File: src/rtl/rv_decode_pkg.sv
// rv_decode_pkg: opcodes, decoded-entry type and immediate
// helpers shared by the RV32I/RV64I decode stage.
package rv_decode_pkg;

    localparam logic [6:0] OP_REG    = 7'b0110011;
    localparam logic [6:0] OP_IMM    = 7'b0010011;
    localparam logic [6:0] OP_LOAD   = 7'b0000011;
    localparam logic [6:0] OP_STORE  = 7'b0100011;
    localparam logic [6:0] OP_BRANCH = 7'b1100011;
    localparam logic [6:0] OP_JAL    = 7'b1101111;
    localparam logic [6:0] OP_LUI    = 7'b0110111;
    localparam logic [6:0] OP_JALR   = 7'b1100111;
    localparam logic [6:0] OP_AUIPC  = 7'b0010111;

    // Every base immediate fits in 32 signed bits; the stage
    // sign-extends to XLEN when the entry leaves the buffer.
    localparam int IMM_W = 32;

    typedef enum logic [1:0] {
        MEM_NONE  = 2'b00,
        MEM_STORE = 2'b01,
        MEM_LOAD  = 2'b10
    } mem_op_e;

    typedef struct packed {
        logic [6:0]       opcode;
        logic [4:0]       rd;
        logic [4:0]       rs1;
        logic [4:0]       rs2;
        logic [2:0]       fn3;
        logic             fn7_5;
        logic [IMM_W-1:0] imm;
        mem_op_e          mem;
        logic             illegal;
    } decoded_t;

    function automatic logic [IMM_W-1:0] imm_i(input logic [31:0] i);
        return {{20{i[31]}}, i[31:20]};
    endfunction

    function automatic logic [IMM_W-1:0] imm_s(input logic [31:0] i);
        return {{20{i[31]}}, i[31:25], i[11:7]};
    endfunction

    function automatic logic [IMM_W-1:0] imm_b(input logic [31:0] i);
        return {{19{i[31]}}, i[31], i[7], i[30:25], i[11:8], 1'b0};
    endfunction

    function automatic logic [IMM_W-1:0] imm_j(input logic [31:0] i);
        return {{11{i[31]}}, i[31], i[19:12], i[20], i[30:21], 1'b0};
    endfunction

    function automatic logic [IMM_W-1:0] imm_u(input logic [31:0] i);
        return {i[31:12], 12'h000};
    endfunction

endpackage

File: src/rtl/rv_decode_stage_fifo.sv
// sync_fifo: small synchronous FIFO with flush; flush
// dominates push and pop in the same cycle.
module sync_fifo #(
    parameter int WIDTH = 8,
    parameter int DEPTH = 2
) (
    input  logic             clk,
    input  logic             reset,
    input  logic             flush,
    input  logic             push,
    input  logic             pop,
    input  logic [WIDTH-1:0] wdata,
    output logic [WIDTH-1:0] rdata,
    output logic             full,
    output logic             empty
);

    localparam int AW = $clog2(DEPTH);

    logic [WIDTH-1:0] mem [DEPTH];
    logic [AW-1:0]    wr_ptr;
    logic [AW-1:0]    rd_ptr;
    logic [AW:0]      count;
    logic             do_push;
    logic             do_pop;

    assign full    = count == (AW+1)'(DEPTH);
    assign empty   = count == '0;
    assign do_push = push && !full && !flush && !reset;
    assign do_pop  = pop && !empty && !flush && !reset;
    assign rdata   = mem[rd_ptr];

    always_ff @(posedge clk) begin
        if (reset || flush) begin
            wr_ptr <= '0;
            rd_ptr <= '0;
            count  <= '0;
        end else begin
            if (do_push) wr_ptr <= wr_ptr + AW'(1);
            if (do_pop)  rd_ptr <= rd_ptr + AW'(1);
            unique case ({do_push, do_pop})
                2'b10:   count <= count + (AW+1)'(1);
                2'b01:   count <= count - (AW+1)'(1);
                default: count <= count;
            endcase
        end
    end

    always_ff @(posedge clk) begin
        if (do_push) mem[wr_ptr] <= wdata;
    end

endmodule

File: src/rtl/rv_decode_stage.sv
// rv_decode_stage: RV32I/RV64I decode with a buffered,
// handshaked output and single-cycle flush.
module rv_decode_stage #(
    parameter int XLEN      = 32,
    parameter int BUF_DEPTH = 2
) (
    input  logic            clk,
    input  logic            reset,
    input  logic            flush,
    input  logic            in_valid,
    output logic            in_ready,
    input  logic [31:0]     in_instr,
    input  logic [XLEN-1:0] in_pc,
    output logic            out_valid,
    input  logic            out_ready,
    output logic [6:0]      out_opcode,
    output logic [4:0]      out_rd,
    output logic [4:0]      out_rs1,
    output logic [4:0]      out_rs2,
    output logic [2:0]      out_fn3,
    output logic            out_fn7_5,
    output logic [XLEN-1:0] out_imm,
    output logic [1:0]      out_mem,
    output logic            out_illegal,
    output logic [XLEN-1:0] out_pc
);

    import rv_decode_pkg::*;

    localparam int EW = $bits(decoded_t) + XLEN;

    decoded_t        dec;
    decoded_t        head;
    logic [XLEN-1:0] head_pc;
    logic [EW-1:0]   wdata;
    logic [EW-1:0]   rdata;
    logic [6:0]      opc;
    logic [6:0]      fn7;
    logic            legal;
    logic            full;
    logic            empty;
    logic            push;
    logic            pop;

    assign opc = in_instr[6:0];
    assign fn7 = in_instr[31:25];

    always_comb begin
        dec   = '0;
        legal = (in_instr[1:0] == 2'b11) && (in_instr != 32'h0);
        unique case (opc)
            OP_REG: begin
                dec.rd    = in_instr[11:7];
                dec.rs1   = in_instr[19:15];
                dec.rs2   = in_instr[24:20];
                dec.fn3   = in_instr[14:12];
                dec.fn7_5 = in_instr[30];
                legal     = legal &&
                            (fn7 == 7'h00 || fn7 == 7'h20);
            end
            OP_IMM: begin
                dec.rd  = in_instr[11:7];
                dec.rs1 = in_instr[19:15];
                dec.fn3 = in_instr[14:12];
                dec.imm = imm_i(in_instr);
            end
            OP_LOAD: begin
                dec.rd  = in_instr[11:7];
                dec.rs1 = in_instr[19:15];
                dec.fn3 = in_instr[14:12];
                dec.imm = imm_i(in_instr);
                dec.mem = MEM_LOAD;
            end
            OP_STORE: begin
                dec.rs1 = in_instr[19:15];
                dec.rs2 = in_instr[24:20];
                dec.fn3 = in_instr[14:12];
                dec.imm = imm_s(in_instr);
                dec.mem = MEM_STORE;
            end
            OP_BRANCH: begin
                dec.rs1 = in_instr[19:15];
                dec.rs2 = in_instr[24:20];
                dec.fn3 = in_instr[14:12];
                dec.imm = imm_b(in_instr);
            end
            OP_JAL: begin
                dec.rd  = in_instr[11:7];
                dec.imm = imm_j(in_instr);
            end
            OP_JALR: begin
                dec.rd  = in_instr[11:7];
                dec.rs1 = in_instr[19:15];
                dec.imm = imm_i(in_instr);
                legal   = legal && (in_instr[14:12] == 3'b000);
            end
            OP_LUI, OP_AUIPC: begin
                dec.rd  = in_instr[11:7];
                dec.imm = imm_u(in_instr);
            end
            default: legal = 1'b0;
        endcase
        dec.opcode = opc;
        // Illegal words keep only opcode so nothing stale leaks out.
        if (!legal) begin
            dec         = '0;
            dec.opcode  = opc;
            dec.illegal = 1'b1;
        end
    end

    assign in_ready  = !full && !reset;
    assign push      = in_valid && in_ready;
    assign out_valid = !empty;
    assign pop       = out_valid && out_ready;
    assign wdata     = {in_pc, dec};
    assign {head_pc, head} = rdata;

    sync_fifo #(
        .WIDTH(EW),
        .DEPTH(BUF_DEPTH)
    ) u_buf (
        .clk  (clk),
        .reset(reset),
        .flush(flush),
        .push (push),
        .pop  (pop),
        .wdata(wdata),
        .rdata(rdata),
        .full (full),
        .empty(empty)
    );

    always_comb begin
        out_opcode  = '0;
        out_rd      = '0;
        out_rs1     = '0;
        out_rs2     = '0;
        out_fn3     = '0;
        out_fn7_5   = 1'b0;
        out_imm     = '0;
        out_mem     = '0;
        out_illegal = 1'b0;
        out_pc      = '0;
        if (out_valid) begin
            out_opcode  = head.opcode;
            out_rd      = head.rd;
            out_rs1     = head.rs1;
            out_rs2     = head.rs2;
            out_fn3     = head.fn3;
            out_fn7_5   = head.fn7_5;
            out_imm     = XLEN'(signed'(head.imm));
            out_mem     = head.mem;
            out_illegal = head.illegal;
            out_pc      = head_pc;
        end
    end

endmodule
File: config.mk
export PLATFORM = sky130hd
export DESIGN_NAME = rv_decode_stage
export DESIGN_NICKNAME = d
export VERILOG_FILES = /design/src/rtl/rv_decode_pkg.sv /design/src/rtl/rv_decode_stage_fifo.sv /design/src/rtl/rv_decode_stage.sv
export SDC_FILE = /design/constraint.sdc
export NUM_CORES = 1
export LEC_CHECK = 0
export CORE_ASPECT_RATIO = 1.5
export CORE_UTILIZATION = 56
export DETAILED_ROUTE_END_ITERATION = 6
export GPL_TIMING_DRIVEN = 0
export PLACE_DENSITY = 0.86
export SETUP_SLACK_MARGIN = 0.2
export SKIP_CTS_REPAIR_TIMING = 1
export SYNTH_ARGS = -nofsm -noshare
export SYNTH_HDL_FRONTEND = slang
export SYNTH_SLANG_ARGS = --single-unit
File: constraint.sdc
create_clock -name clk -period 12.6 [get_ports clk]
set_input_delay 1.89 -clock clk [delete_from_list [all_inputs] [get_ports clk]]
set_output_delay 1.89 -clock clk [all_outputs]
set_load 0.005 [all_outputs]
==> out/metrics.cfg, run 1 <==
[sta]
slew_headroom=0.410
final-max-slew-violation-count=0
finalCritPeriodShare=0.371
worst_pin_slew_ns=0.885
rsz0062_at_grt=no
setup_viol=0
final.setup.tns_ns=0
fin_worst_skew_ns=0.00565
max_freq_mhz=214
final_hold_viol_count=0
min_period_ns=4.67

[synthesis]
netlist_area_mm2=0.00825
synth_flop_cell=edfxtp_1
synthSimpleGateAreaFrac=0.114
synthesis.nets=623
synth_compound_area_frac=0.0503
synth_xor_area_frac=0.00531
synth_fa_ha_area_frac=0.00152
ys_warn_count=0
yosysSeqAreaShare=0.689
netlist_instances=553
synth.avg_cell_area_um2=14.9
synth_edf_count=186
ys_ff_latch=191
synthMuxAreaShare=0.114
synth_top_family_by_area=simple AND/OR/NAND/NOR gates
async_flop_share=0
ys_types=42

[routing]
drtIter0Drc=335
drc=0
ant_nets=0
drtPass1Iterations=5
via_per_inst=5.53
post_drt_wl_per_cell_um=19.8
vias=5244
wirelength_um=18800

[pwr]
total_power_mw=1.30
ir_worst_vdd_mv=0.0871
powerDensity_mw_per_mm2=120
leakage_nw=3.18

[die]
die_area_mm2=0.0152
coreArea_mm2=0.0145
start_util=0.571
io_pins=164
die_h_um=151
num_rows=54
die_w_um=101

[clocking]
clk_path_buf_depth=2
cts_num_sinks=191
cts_root_buf=clkbuf_16
numCtsBuffers=17
h-tree-depth=4
clock_latency_ns=0.43
cts_tree=built
clkTransAtPathRegs_ns=0.07

[placed_design]
portBuffers=162
place.gp.congestion=0.854
hpwl_um=13300

[final_layout]
fillCellCount=979
diodes=0
fin_nets=809
syn_to_final_growth_pct=31.2
drive_above_1_share=0.133
fin_util=0.749
multiInputGateArea_mm2=0.00237
seqCellArea_mm2=0.00569

[global_route]
antenna_found_initial=0
grt_pass1_wl_um=28300
grtUsageTotal=0.254
grt_overflow=0
grt_max_degree=36
grt_pass1_vias=5325

[setup_path]
reg2reg_from=u_buf.count[0]$_SDFFE_PP0P_
cp_slowest_cell=clkbuf_1
rrSetupSlack_ns=10.12
cp.required_ns=10.71
path_max_fanout=10
max_stage_delay_ns=0.70
critPathKind=reg2out
r2r.worst_path.cells=5
timing.rr.end=u_buf.mem[1][13]$_DFFE_PP_
critPathLaunchType=flop
cp-end-kind=output pin
path_cells=nor2_1 -> clkbuf_1 -> clkbuf_1 -> nor2_1 -> clkdlybuf4s50_1
arrival_ns=2.78

[min_path]
hold_class=reg2reg
min_path_cells=2
hold_path_startpoint=u_buf.rd_ptr$_SDFFE_PP0P_

[job]
maxCapViolations=0

[run_status]
outcome=complete, no violations

==> how the worst max path moves through the flow <==
stage | from | endpoint | cells after the start
global route | u_buf.count[0]$_SDFFE_PP0P_ | out_imm[15] | 5
global placement | flush | u_buf.mem[0][45]$_DFFE_PP_ | 4
finish | u_buf.count[0]$_SDFFE_PP0P_ | out_imm[17] | 5
detailed placement | reset | in_ready | 3
floorplan | reset | u_buf.mem[0][0]$_DFFE_PP_ | 4
CTS | u_buf.count[0]$_SDFFE_PP0P_ | out_imm[17] | 5
==> worst max-delay path, delay by kind of cell, from the launching register on <==
kind	cells	cell delay, ns
buffers and inverters	3	1.63
flip-flops	1	0.35
AND/OR/NAND/NOR	2	0.36
==> metal layers <==
layer | GRT usage | wire length, um | part of all wire | up-vias
li1 | - | - | - | 2431
met2 | 0.472 | 10500 | 0.56 | 222
met4 | 0.0942 | 364 | 0.019 | 0
met3 | 0.0594 | 1270 | 0.067 | 27
met1 | 0.276 | 6690 | 0.36 | 2564
met5 | 0 | 0 | 0 | -
==> flip-flops by register name (all words and copies together), names as in the netlist, named ones only <==
name / count
u_buf.wr_ptr: 1
u_buf.count: 2
u_buf.rd_ptr: 1
u_buf.mem: 186
==> cells in the mapped netlist (2+ instances only) <==
library cell	number	area, um^2
dfxtp_1	5	100
mux2i_1	93	931
buf_6	5	56.3
and3_1	3	18.8
nand3_1	2	10.0
nor3_1	15	75.1
a21oi_2	10	87.6
o31ai_1	2	15.0
nor2_1	98	368
a211oi_2	13	163
nor3_2	2	20.0
clkbuf_1	13	48.8
xnor2_1	3	26.3
nand2b_1	2	12.5
nand3b_1	2	15.0
nor3b_1	11	82.6
o21ai_0	15	75.1
edfxtp_1	186	5590
buf_2	12	60.1
nand2_1	24	90.1
nor3b_2	10	125
nor2b_1	2	12.5
inv_1	3	11.3
a21oi_1	3	15.0
xor2_1	2	17.5
==> power breakdown <==
| part | internal (mW) | switching, mW |
|---|---|---|
| registers | 0.699 | 0.00171 |
| clock network | 0.280 | 0.245 |
| logic | 0.0353 | 0.0341 |
| total | 1.01 | 0.281 |
==> stage by stage <==
step / hold slack, ns / std cells / setup WS (ns) / instance area (um^2)
floorplan: 0.520 / 553 / 5.86 / 8250
global placement: 0.546 / 911 / 3.67 / 10100
detailed placement: 0.575 / 916 / 7.98 / 10200
CTS: 0.588 / 948 / 7.89 / 10800
global route: 0.636 / 948 / 7.76 / 10800
finish: 0.591 / 948 / 7.93 / 10800
==> final cells by class <==
| cell class | count | area share |
|---|---|---|
| Buffer | 33 | 0.0181 |
| Tap cell | 196 | 0.0226 |
| Sequential cell | 191 | 0.525 |
| Inverter | 3 | 0.00104 |
| Multi-Input combinational cell | 326 | 0.219 |
| Clock buffer | 17 | 0.0393 |
| Clock inverter | 15 | 0.0142 |
| Timing Repair Buffer | 167 | 0.160 |
==> cells by family after synthesis <==
group           count (synthesis)
compound gates                 46
xor+xnor                        5
fa+ha+maj                       1
buf+inv                        36
flops                         191
mux                            94
simple gates                  180
==> placed cells by master, fill, tap and decap left out, drive strengths merged, types with 5 or more instances in the layout <==
cell,count
clkinv,6
dfxtp,5
buf,25
a21oi,13
a211oi,13
nor2,100
edfxtp,186
nand2,24
o21ai,15
inv,10
mux2i,93
clkdlybuf4s50,162
nor3b,21
nor3,18
clkbuf,30
Power figures use the tool's default switching activity.
==> run 2: changes to the inputs <==
--- a/config.mk
+++ b/config.mk
@@ -6,10 +6,10 @@
 export NUM_CORES = 1
 export LEC_CHECK = 0
 export CORE_ASPECT_RATIO = 1.5
-export CORE_UTILIZATION = 56
+export CORE_UTILIZATION = 47
 export DETAILED_ROUTE_END_ITERATION = 6
 export GPL_TIMING_DRIVEN = 0
-export PLACE_DENSITY = 0.86
+export PLACE_DENSITY = 0.77
 export SETUP_SLACK_MARGIN = 0.2
 export SKIP_CTS_REPAIR_TIMING = 1
 export SYNTH_ARGS = -nofsm -noshare
==> constraint.sdc (replaced) <==
create_clock -name clk -period 4.1 [get_ports clk]
set_input_delay 0.615 -clock clk [delete_from_list [all_inputs] [get_ports clk]]
set_output_delay 0.615 -clock clk [all_outputs]
set_load 0.005 [all_outputs]
==> run 2 against run 1 <==
Compared with the run above:
- clock skew is 0.0010 ns higher
- routed wire length is 3.0% lower
- flip-flop and latch count unchanged
- largest cell class unchanged
- final cell count is 1.6% higher
- sequential power grew to 3.1 times the previous value
- power grew to 3.1 times the previous value
- combinational power rose to 3.0 times the previous value
- worst hold slack got worse by 0.012 ns
- non-clock buffer count is 1 lower
- register-to-register slack worse by 8.3 ns
- first-iteration DRC count shrank 26%
- sequential share of layout area about the same
==> out/metrics.cfg, run 2 (synthesis results as in run 1) <==
[global_route]
grt_max_degree=35
grt_overflow=0
grt_pass1_vias=5212
grt_pass1_wl_um=27300
grtUsageTotal=0.208
antenna_found_initial=0

[clocking]
h-tree-depth=4
clkTransAtPathRegs_ns=0.07
cts_tree=built
clock_latency_ns=0.42
numCtsBuffers=17
cts_root_buf=clkbuf_16
clk_path_buf_depth=2
cts_num_sinks=191

[setup_path]
crit_buf_inv=3
path_cells=nor2_1 -> clkbuf_1 -> clkbuf_1 -> nor2_1 -> clkdlybuf4s50_1
critPathLaunchType=flop
arrival_ns=2.77
path_max_fanout=10
crit_family=buffers and inverters
critPathKind=reg2out
max_stage_delay_ns=0.73
cp-end-kind=output pin
cp.required_ns=3.48
cp_slowest_cell=clkbuf_1

[routing]
ant_nets=0
drtPass1Iterations=5
post_drt_wl_per_cell_um=18.9
via_per_inst=5.30
drc=0
wirelength_um=18200
vias=5107
drtIter0Drc=247

[sta]
rsz0062_at_grt=no
min_period_ns=3.38
final_hold_viol_count=0
fin_worst_skew_ns=0.00668
finalCritPeriodShare=0.825
setup_viol=0
max_freq_mhz=295
hold_slack_ns=0.579
final-max-slew-violation-count=0
worst_pin_slew_ns=0.998
slew_headroom=0.333

[die]
die_area_mm2=0.0181
num_rows=59
die_h_um=164
die_w_um=110
start_util=0.478
coreArea_mm2=0.0173
io_pins=164

[min_path]
hold_class=in2reg

[final_layout]
regMostFlops=u_buf.mem
largestRegisters=u_buf.mem x186, u_buf.count x2
fillCellCount=1327
layout_common_cells=edfxtp_1, clkdlybuf4s50_1, nor2_1
largest_reg_flops=186
instances_no_fill=963
seqCellArea_mm2=0.00569
drive_above_1_share=0.131
syn_to_final_growth_pct=31.3
diodes=0
multiInputGateArea_mm2=0.00237
final_common_cell=edfxtp_1
fin_nets=808

[placed_design]
hpwl_um=13100
placed_cells=932
portBuffers=162
place.gp.congestion=0.857

[job]
maxCapViolations=0

[pwr]
leakage_nw=3.18
powerDensity_mw_per_mm2=372
ir_worst_vdd_mv=0.267

[run_status]
outcome=complete, no violations

==> run 2: cell count changes in the layout (fill, tap and decap cells not counted), sizes merged <==
cell	change
inv	-1
bufinv	+2
buf	-1
clkinv	-2
==> run 2: metrics by stage <==
stage | total power, mW | instance area (um^2) | TNS, ns | utilization | setup slack (ns)
2_1_floorplan | 2.28 | 8260 | 0 | - | 0.177
4_1_cts | 4.07 | 10800 | 0 | 0.627 | 0.595
3_3_place_gp | 2.40 | 10100 | -254.66 | 0.587 | -1.38
6_report | 4.04 | 10800 | 0 | 0.627 | 0.716
5_1_grt | 4.16 | 10800 | 0 | 0.627 | 0.506
3_5_place_dp | 2.40 | 10200 | 0 | 0.592 | 1.02
==> run 2: final cells by class <==
| type | count | share of cell area |
|---|---|---|
| plain buffers | 33 | 0.0181 |
| multi-input cells | 326 | 0.219 |
| inverters | 3 | 0.00104 |
| well taps | 213 | 0.0246 |
| clock buffers | 17 | 0.0393 |
| flip-flops and latches | 191 | 0.525 |
| repair buffers | 166 | 0.157 |
| clock inverters | 14 | 0.0164 |
==> run 2: worst paths after layout <==
kind / start / end / slack [ns] / cells past startpoint
setup / recovery: u_buf.count[1]$_SDFFE_PP0P_ / out_imm[12] / 0.72 / 5
hold / removal: reset / u_buf.wr_ptr$_SDFFE_PP0P_ / 0.58 / 2
hold reg to reg: u_buf.rd_ptr$_SDFFE_PP0P_ / u_buf.rd_ptr$_SDFFE_PP0P_ / 0.59 / 2
setup reg to reg: u_buf.count[0]$_SDFFE_PP0P_ / u_buf.mem[0][34]$_DFFE_PP_ / 1.81 / 4
==> run 2: worst register-to-register path, stage by stage, from the launching register on <==
cell      delay [ns]
dfxtp_1         0.41
nand2b_1        0.15
nand3_1         0.25
nor2_4          0.84
buf_12          0.31
==> run 2: routing by layer <==
metal,up-vias,GRT usage,share of wire
li1,2433,-,-
met1,2499,0.223,0.36
met2,155,0.390,0.56
met3,20,0.0536,0.058
met4,0,0.0628,0.015
met5,-,0,0
==> run 2: where the power goes <==
| group | switching (mW) | internal, mW |
|---|---|---|
| Clock | 0.706 | 0.968 |
| Sequential | 0.00502 | 2.15 |
| Combinational | 0.103 | 0.106 |
| Total | 0.814 | 3.22 |
==> run 3: changes to the inputs <==
--- a/config.mk
+++ b/config.mk
@@ -6,10 +6,10 @@
 export NUM_CORES = 1
 export LEC_CHECK = 0
 export CORE_ASPECT_RATIO = 1.5
-export CORE_UTILIZATION = 47
+export CORE_UTILIZATION = 52
 export DETAILED_ROUTE_END_ITERATION = 6
 export GPL_TIMING_DRIVEN = 0
-export PLACE_DENSITY = 0.77
+export PLACE_DENSITY = 0.8
 export SETUP_SLACK_MARGIN = 0.2
 export SKIP_CTS_REPAIR_TIMING = 1
 export SYNTH_ARGS = -nofsm -noshare
==> constraint.sdc (replaced) <==
create_clock -name clk -period 3.24 [get_ports clk]
set_input_delay 0.486 -clock clk [delete_from_list [all_inputs] [get_ports clk]]
set_output_delay 0.486 -clock clk [all_outputs]
set_load 0.005 [all_outputs]
==> run 3 against run 2 <==
Compared with the run above:
- via count down 1.1%
- routed wire length down 4.4%
- first-iteration DRC count down 4.0%
- sequential share of layout area up 0.30 points
- non-clock buffer count unchanged
- clock skew up 0.0020 ns
- combinational power up 25%
- critical path type unchanged
- critical endpoint is now out_opcode[2]
- highest routed layer unchanged
==> out/metrics.cfg, run 3 (synthesis results as in run 1) <==
[pwr]
pwr-share-seq=0.554
leakage_nw=3.15
p_sw_mw=1.06
comb_power_share=0.053
clkPwrFrac=0.393
powerDensity_mw_per_mm2=457
intPower_mw=3.86
ir_worst_vdd_mv=0.348
swShare=0.216

[clocking]
cts_tree=built
cts_num_sinks=191
clkTransAtPathRegs_ns=0.07
cts_root_buf=clkbuf_16
clock_latency_ns=0.42
numCtsBuffers=17
clk_path_buf_depth=2
h-tree-depth=4

[final_layout]
syn_to_final_growth_pct=30.6
largest_reg_flops=186
final_common_cell=edfxtp_1
instances_no_fill=953
fin_nets=808
largestRegisters=u_buf.mem x186, u_buf.count x2
regMostFlops=u_buf.mem
fin_area_mm2=0.0108
drive_above_1_share=0.136
diodes=0
layout_common_cells=edfxtp_1, clkdlybuf4s50_1, nor2_1

[job]
maxCapViolations=0

[setup_path]
max_stage_delay_ns=0.46
critPathLaunchType=flop
crit_buf_inv=3
reg2reg_from=u_buf.count[0]$_SDFFE_PP0P_
path_max_fanout=10
rrSetupSlack_ns=0.73
path_cells=nor2_1 -> buf_2 -> clkbuf_1 -> nor2_1 -> clkdlybuf4s50_1
cp.required_ns=2.75
startpoint=u_buf.count[1]$_SDFFE_PP0P_
cp_slowest_cell=clkdlybuf4s50_1
critPathKind=reg2out
crit_family=buffers and inverters
cp-end-kind=output pin
crit_top_cell=nor2_1
arrival_ns=2.38

[die]
start_util=0.530
io_pins=164
die_h_um=156
die_area_mm2=0.0164
num_rows=56
die_w_um=105
coreArea_mm2=0.0156

[placed_design]
place.gp.congestion=0.844
portBuffers=162
placed_cell_area_mm2=0.0102
placed_cells=922
hpwl_um=12600

[sta]
fin_worst_skew_ns=0.00867
final-max-slew-violation-count=0
final_hold_viol_count=0
slew_headroom=0.328
min_period_ns=2.86
max_freq_mhz=349
hold_slack_ns=0.467
worst_pin_slew_ns=1.01
setup_viol=0
final.setup.tns_ns=0
rsz0062_at_grt=no
finalCritPeriodShare=0.884

[global_route]
grt_pass1_vias=5341
grt_pass1_wl_um=26800
grt_max_degree=35
antenna_found_initial=0
grtUsageTotal=0.218
grt_overflow=0

[routing]
ant_nets=0
vias=5053
via_per_inst=5.30
drtIter0Drc=237
drc=0
post_drt_wl_per_cell_um=18.3
drtPass1Iterations=4
wirelength_um=17400

[min_path]
hold_class=in2reg
hold_path_startpoint=reset

[run_status]
outcome=complete, no violations

-- run 3: cell count changes in the layout (fill, tap and decap cells not counted), sizes merged --
cell	change
bufinv	-3
clkinvlp	+2
inv	+2
buf	+1
clkbuf	-1
clkinv	-1
-- run 3: layer usage --
| layer | GRT usage | part of all wire | up-vias |
|---|---|---|---|
| met2 | 0.412 | 0.55 | 136 |
| met5 | 0 | 0 | - |
| met3 | 0.0454 | 0.044 | 22 |
| met1 | 0.240 | 0.39 | 2468 |
| met4 | 0.0798 | 0.015 | 0 |
| li1 | - | - | 2427 |
-- run 3: worst paths after layout --
path                                 end  cells after the start
min          u_buf.count[1]$_SDFFE_PP0P_                      2
max reg2reg   u_buf.mem[1][42]$_DFFE_PP_                      5
max                        out_opcode[2]                      5
min reg2reg    u_buf.rd_ptr$_SDFFE_PP0P_                      2
-- run 3: through the flow --
| step | utilization | power (mW) | worst slack, ns |
|---|---|---|---|
| 5_1_grt | 0.693 | 5.07 | 0.227 |
| 2_1_floorplan | - | 2.88 | -0.554 |
| 3_3_place_gp | 0.651 | 3.03 | -2.15 |
| 6_report | 0.693 | 4.92 | 0.376 |
| 3_5_place_dp | 0.657 | 3.04 | 0.0378 |
| 4_1_cts | 0.692 | 4.96 | -0.0476 |
-- run 3: power by group through the flow --
stage / combinational, mW / clock (mW) / sequential (mW)
final: 0.262 / 1.93 / 2.72
after CTS: 0.264 / 1.97 / 2.72
after floorplan: 0.101 / 0 / 2.78
after global placement: 0.249 / 0 / 2.78
after detailed placement: 0.262 / 0 / 2.78
after global routing: 0.281 / 2.07 / 2.72
-- run 3: final cells by class --
| cell class | count | area (um^2) |
|---|---|---|
| clock inverter | 14 | 121 |
| clock buffer | 17 | 425 |
| sequential | 191 | 5690 |
| timing repair buffer | 166 | 1700 |
| tap | 203 | 254 |
| fill | 1082 | 4780 |
| multi-input combinational | 326 | 2370 |
| buffer | 33 | 203 |
| inverter | 3 | 11.3 |
